$ cat config.mk
export PLATFORM = sky130hd
export DESIGN_NAME = spi_xfer_ctrl
export DESIGN_NICKNAME = d
export VERILOG_FILES = /design/src/rtl/spi_xfer_ctrl.sv
export SDC_FILE = /design/constraint.sdc
export NUM_CORES = 1
export LEC_CHECK = 0
export ABC_CLOCK_PERIOD_IN_PS = 3300
export CORE_MARGIN = 1
export CORE_UTILIZATION = 40
export DETAILED_ROUTE_END_ITERATION = 7
export PLACE_DENSITY_LB_ADDON = 0.25
export SYNTH_ARGS = -nofsm -noshare
export SYNTH_HDL_FRONTEND = slang
export SYNTH_SLANG_ARGS = --single-unit
$ cat constraint.sdc
create_clock -name clk -period 3.3 [get_ports clk]
set_input_delay 0.33 -clock clk [delete_from_list [all_inputs] [get_ports clk]]
set_output_delay 0.33 -clock clk [all_outputs]
set_load 0.01 [all_outputs]
$ cat src/rtl/spi_xfer_ctrl.sv
// spi_xfer_ctrl: SPI slave transaction sequencer driving address-latch, shift-load, memory-write strobes and MISO enable
// Defining SPI_XFER_STATUS_EN adds the busy and abort status outputs.
module spi_xfer_ctrl #(
  parameter int WIDTH = 8,
  parameter int CNT_W = 4
) (
  input  logic clk,
  input  logic reset,
  input  logic cs,
  input  logic sclk_rise,
  input  logic sclk_fall,
  input  logic rw_bit,
`ifdef SPI_XFER_STATUS_EN
  output logic busy,
  output logic abort,
`endif
  output logic addr_we,
  output logic sr_we,
  output logic dm_we,
  output logic miso_en
);
  typedef enum logic [2:0] {
    IDLE, GET_ADDR, GOT_ADDR, READ_LOAD, READ_SHIFT, WRITE_RECV, WRITE_COMMIT, DONE
  } state_t;
  localparam logic [CNT_W-1:0] LAST = CNT_W'(WIDTH - 1);
  localparam logic [CNT_W-1:0] FULL = CNT_W'(WIDTH);
  state_t state, nxt;
  logic [CNT_W-1:0] cnt;
  logic tick, last;
  assign tick = (state == READ_SHIFT) ? sclk_fall : (state == GET_ADDR || state == WRITE_RECV) && sclk_rise;
  assign last = tick && cnt == LAST;
  // Next state; a deselect overrides everything, including a coincident counting edge
  always_comb begin
    nxt = state;
    case (state)
      IDLE:         nxt = GET_ADDR;
      GET_ADDR:     nxt = last ? GOT_ADDR : GET_ADDR;
      GOT_ADDR:     nxt = rw_bit ? READ_LOAD : WRITE_RECV;
      READ_LOAD:    nxt = READ_SHIFT;
      READ_SHIFT:   nxt = last ? DONE : READ_SHIFT;
      WRITE_RECV:   nxt = last ? WRITE_COMMIT : WRITE_RECV;
      WRITE_COMMIT: nxt = DONE;
      default:      nxt = DONE;
    endcase
    if (cs) nxt = IDLE;
  end
  // State, saturating bit counter (cleared on every state change) and outputs registered from the next state
  always_ff @(posedge clk) begin
    if (reset) begin
      state   <= IDLE;
      cnt     <= '0;
      addr_we <= 1'b0;
      sr_we   <= 1'b0;
      dm_we   <= 1'b0;
      miso_en <= 1'b0;
`ifdef SPI_XFER_STATUS_EN
      busy    <= 1'b0;
      abort   <= 1'b0;
`endif
    end else begin
      state   <= nxt;
      cnt     <= (nxt != state) ? '0 : (tick && cnt != FULL) ? cnt + 1'b1 : cnt;
      addr_we <= nxt == GOT_ADDR;
      sr_we   <= nxt == READ_LOAD;
      dm_we   <= nxt == WRITE_COMMIT;
      miso_en <= nxt == READ_SHIFT;
`ifdef SPI_XFER_STATUS_EN
      busy    <= nxt != IDLE && nxt != DONE;
      abort   <= cs && state != IDLE && state != DONE;
`endif
    end
  end
endmodule

==> impl_metrics.prom <==
# TYPE chip_impl_metric gauge
chip_impl_metric{name="number_of_buffer_cells_added_on_primary_ports",unit=""} 9
chip_impl_metric{name="ff2ff_path_depth",unit=""} 5
chip_impl_metric{name="post_placement_worst_setup_slack",unit="ns"} 1.48
chip_impl_metric{name="number_of_resized_instances_in_the_post_cts_repair_step",unit=""} 0
chip_impl_metric{name="drcViolationCount",unit=""} 0
chip_impl_info{name="rsz0062_at_grt",value="no"} 1
chip_impl_metric{name="route.vias.total",unit=""} 473
chip_impl_metric{name="finalWorstSetupSlack",unit="ns"} 1.62
chip_impl_metric{name="routedWlPerCell",unit="µm"} 12.0
chip_impl_info{name="timing.rr.end",value="cnt[3]"} 1
chip_impl_metric{name="number_of_maximum_capacitance_violations",unit=""} 0
chip_impl_info{name="crit_slowest_cell",value="sky130_fd_sc_hd__a311oi_1"} 1
chip_impl_metric{name="holdPathStages",unit=""} 2
chip_impl_metric{name="insertion_delay",unit="ns"} 0.26
chip_impl_metric{name="post-cts-setup-buffer-count",unit=""} 0
chip_impl_info{name="root_buffer",value="sky130_fd_sc_hd__clkbuf_4"} 1
chip_impl_metric{name="routabilityCongestion",unit=""} 0.717
chip_impl_metric{name="synth_sequential_area_ratio",unit=""} 0.374
chip_impl_metric{name="drtIter0Drc",unit=""} 3
chip_impl_info{name="outcome",value="finished clean"} 1
chip_impl_metric{name="cell_area_after_technology_mapping",unit="µm²"} 589
chip_impl_metric{name="layoutNonFillerInstCount",unit=""} 90
chip_impl_metric{name="timing.clock.skew",unit="ns"} 0.00700
chip_impl_metric{name="nets",unit=""} 84
chip_impl_metric{name="grt_pass1_wl",unit="µm"} 1660
chip_impl_info{name="timing.critical_path.cells",value="ha_1 > and3b_1 > nand2_1 > a311oi_1 > nor3_1"} 1
chip_impl_metric{name="synth.mux.area_fraction",unit=""} 0.0340
chip_impl_metric{name="total_leakage_power",unit="µW"} 0.000285
chip_impl_metric{name="largest_net_degree_at_the_start_of_global_routing",unit=""} 12
chip_impl_metric{name="post-route-min-period",unit="ns"} 1.68
chip_impl_metric{name="grt_pass1_vias",unit=""} 397
chip_impl_metric{name="clock_power_share",unit=""} 0.358
chip_impl_metric{name="synth_enable_flop_cells",unit=""} 0
chip_impl_metric{name="relSlewSlack",unit=""} 0.617
chip_impl_metric{name="met2_routing_resource_usage_after_global_routing",unit=""} 0.234
chip_impl_metric{name="crit_path_max_fanout",unit=""} 4
chip_impl_metric{name="p_comb_frac",unit=""} 0.079
chip_impl_metric{name="layout_overhead_on_the_synthesized_area",unit="%"} 22.3
chip_impl_metric{name="antenna_found_initial",unit=""} 0
chip_impl_metric{name="worst_ep_arrival_time",unit="ns"} 1.79
chip_impl_metric{name="synth-simple-area-share",unit=""} 0.274
chip_impl_metric{name="cts_hold_repair.buffers",unit=""} 0
chip_impl_metric{name="fillers",unit=""} 124
chip_impl_metric{name="cts_buffers",unit=""} 3
chip_impl_metric{name="path_clk_slew",unit="ns"} 0.06
chip_impl_info{name="combinational_family_with_the_most_area_after_synthesis",value="simple AND/OR/NAND/NOR gates"} 1
chip_impl_metric{name="drv_slew",unit=""} 0
chip_impl_metric{name="number_of_synthesized_register_bits",unit=""} 11
chip_impl_metric{name="grt-ovfl-total",unit=""} 0
chip_impl_metric{name="grtUsageTotal",unit=""} 0.146
chip_impl_metric{name="synth.distinct_cells",unit=""} 29
chip_impl_metric{name="complex_gate_fraction_of_the_synthesized_area",unit=""} 0.214
chip_impl_metric{name="clk_buf_depth",unit=""} 2
chip_impl_metric{name="yosysWarningCount",unit=""} 0
chip_impl_metric{name="die_x",unit="µm"} 40.4
chip_impl_metric{name="dr.pass1.iters",unit=""} 3
chip_impl_metric{name="via_per_inst",unit=""} 5.26
chip_impl_metric{name="cellInternalPower",unit="µW"} 191
chip_impl_info{name="postSynth.topFlopCell",value="sky130_fd_sc_hd__dfxtp_1"} 1
chip_impl_metric{name="max_stage_delay",unit="ns"} 0.53
chip_impl_metric{name="worst_ep_required_time",unit="ns"} 3.41
chip_impl_metric{name="floorplan.initialDensity",unit=""} 0.442
chip_impl_metric{name="syn-num-nets",unit=""} 71
chip_impl_metric{name="power.density",unit="nW/µm²"} 334
chip_impl_info{name="timing.critical_path.from_type",value="flop"} 1
chip_impl_metric{name="synthArstFlopShare",unit=""} 0
chip_impl_metric{name="final_layout_size_suffix_gt1_frac",unit=""} 0.0933
chip_impl_metric{name="synth-adder-area-share",unit=""} 0.0425
chip_impl_metric{name="total_power",unit="µW"} 241
chip_impl_metric{name="cts_htree_levels",unit=""} 1
chip_impl_metric{name="antenna_cells_inserted",unit=""} 0
chip_impl_metric{name="die-height",unit="µm"} 40.4
chip_impl_metric{name="post_synth_inst_count",unit=""} 63
chip_impl_metric{name="cts.sinks",unit=""} 11
chip_impl_metric{name="use_met1",unit=""} 0.210
chip_impl_metric{name="row_count",unit=""} 13
chip_impl_metric{name="fin_setup_tns",unit="ns"} 0
chip_impl_info{name="whs_endpoint",value="cnt[1]"} 1
chip_impl_metric{name="irDropWorstVdd",unit="mV"} 0.242
chip_impl_metric{name="grt_use_met3",unit=""} 0.0167
chip_impl_metric{name="netSwitchingPower",unit="µW"} 50.2
chip_impl_metric{name="netSwitchingFraction",unit=""} 0.209
chip_impl_info{name="setup_cp_type",value="flop to flop"} 1
chip_impl_info{name="hold_path_startpoint",value="cnt[1]"} 1
chip_impl_metric{name="place.detailed.instances",unit=""} 86
chip_impl_metric{name="clock.fmax",unit="GHz"} 0.597
chip_impl_metric{name="io-pin-count",unit=""} 10
chip_impl_info{name="global_route.peak_usage_layer",value="met2"} 1
chip_impl_metric{name="worst-r2r-setup-slack",unit="ns"} 1.62
chip_impl_info{name="worst_setup_path_end_kind",value="flop"} 1
chip_impl_info{name="tritoncts",value="yes"} 1
chip_impl_info{name="holdCritPathClass",value="flop to flop"} 1
chip_impl_metric{name="synth_xor_xnor_area_share",unit=""} 0.0297
chip_impl_info{name="critical_r2r_launch",value="cnt[0]"} 1
chip_impl_metric{name="max_slew.worst_pin.slew",unit="ns"} 0.570
chip_impl_metric{name="syn-mean-instance-area",unit="µm²"} 9.35
chip_impl_metric{name="placeable_core_region",unit="µm²"} 1330
chip_impl_metric{name="detailed_place_hpwl",unit="µm"} 831
chip_impl_metric{name="die_area",unit="µm²"} 1630
chip_impl_metric{name="totalWireLength",unit="µm"} 1080
chip_impl_metric{name="detail-route-antenna-nets",unit=""} 0
chip_impl_metric{name="power.share.sequential",unit=""} 0.563
chip_impl_metric{name="min_period_over_period",unit=""} 0.508
chip_impl_metric{name="timing.final.hold_violations",unit=""} 0
chip_impl_metric{name="report.final.setup_viol",unit=""} 0
==> power groups by stage <==
| stage | sequential [µW] | clock (µW) | combinational [µW] |
|---|---|---|---|
| after floorplan | 138 | 0 | 8.94 |
| after global placement | 138 | 0 | 18.8 |
| after detailed placement | 139 | 0 | 19.0 |
| after CTS | 135 | 90.0 | 19.2 |
| after global routing | 136 | 97.9 | 21.1 |
| final | 136 | 86.1 | 19.1 |
==> layout by cell type, fill, tap and decap left out, types with 3 or more instances in the layout <==
cell type / netlist / layout
sky130_fd_sc_hd__a21oi_1: 4 / 4
sky130_fd_sc_hd__and3b_1: 3 / 3
sky130_fd_sc_hd__clkbuf_4: 0 / 3
sky130_fd_sc_hd__clkdlybuf4s50_1: 0 / 9
sky130_fd_sc_hd__dfxtp_1: 11 / 11
sky130_fd_sc_hd__inv_1: 3 / 3
sky130_fd_sc_hd__nand2_1: 4 / 4
sky130_fd_sc_hd__nor3_1: 6 / 6
sky130_fd_sc_hd__o21ai_0: 3 / 3
==> flip-flops by register name (all words and copies together), names as in the netlist <==
| register | flops |
|---|---|
| state | 3 |
| dm_we | 1 |
| cnt | 4 |
| miso_en | 1 |
| sr_we | 1 |
| addr_we | 1 |
==> worst max-delay path by stage <==
| stage | end | from | cells after the start | slack, ns |
|---|---|---|---|---|
| finish | cnt[3] | cnt[0] | 5 | 1.62 |
| global route | cnt[0] | cnt[0] | 5 | 1.41 |
| CTS | cnt[2] | cnt[0] | 5 | 1.61 |
| detailed placement | addr_we | sclk_fall | 5 | 1.48 |
| global placement | cnt[3] | sclk_fall | 4 | 1.53 |
| floorplan | addr_we | cnt[0] | 5 | 1.84 |
==> cell usage after synthesis (2+ instances only) <==
| master | count | share of area |
|---|---|---|
| sky130_fd_sc_hd__nor3_1 | 6 | 0.051 |
| sky130_fd_sc_hd__nand2b_1 | 2 | 0.021 |
| sky130_fd_sc_hd__nor2b_1 | 2 | 0.021 |
| sky130_fd_sc_hd__nand2_1 | 4 | 0.025 |
| sky130_fd_sc_hd__o21ai_0 | 3 | 0.025 |
| sky130_fd_sc_hd__xnor2_1 | 2 | 0.030 |
| sky130_fd_sc_hd__ha_1 | 2 | 0.042 |
| sky130_fd_sc_hd__nor2_1 | 2 | 0.013 |
| sky130_fd_sc_hd__a21oi_1 | 4 | 0.034 |
| sky130_fd_sc_hd__dfxtp_1 | 11 | 0.37 |
| sky130_fd_sc_hd__inv_1 | 3 | 0.019 |
| sky130_fd_sc_hd__and3b_1 | 3 | 0.045 |
| sky130_fd_sc_hd__and3_1 | 2 | 0.021 |
| sky130_fd_sc_hd__mux2i_1 | 2 | 0.034 |
==> cell families after synthesis <==
kind of cell	Yosys count
simple gates	25
compound gates	16
flops	11
buf+inv	5
xor+xnor	2
mux	2
fa+ha+maj	2
==> final cells by class <==
type | count | area, µm² | share of cell area
repair buffers | 9 | 90.1 | 0.125
inverters | 4 | 15.0 | 0.0208
flip-flops and latches | 11 | 220 | 0.306
clock buffers | 4 | 26.3 | 0.0365
multi-input cells | 47 | 350 | 0.486
well taps | 15 | 18.8 | 0.0260
==> layer usage <==
| metal | share of wire | wire [µm] | up-vias |
|---|---|---|---|
| li1 | - | - | 254 |
| met1 | 0.51 | 550 | 213 |
| met2 | 0.46 | 500 | 6 |
| met3 | 0.030 | 33 | 0 |
| met4 | 0 | 0 | 0 |
| met5 | 0 | 0 | - |
==> metrics by stage <==
stage          hold WS [ns]   util  instance area, µm²
2_1_floorplan         0.402      -                 589
3_3_place_gp          0.561  0.521                 694
3_5_place_dp          0.550  0.521                 694
4_1_cts               0.564  0.540                 721
5_1_grt               0.612  0.540                 721
6_report              0.561  0.540                 721
==> critical path: cells and delay by family (launching register included) <==
family	cells	cell delay, ns
fa+ha+maj	1	0.19
simple gates	3	0.43
flops	1	0.39
compound gates	1	0.53
Power figures use the tool's default switching activity.
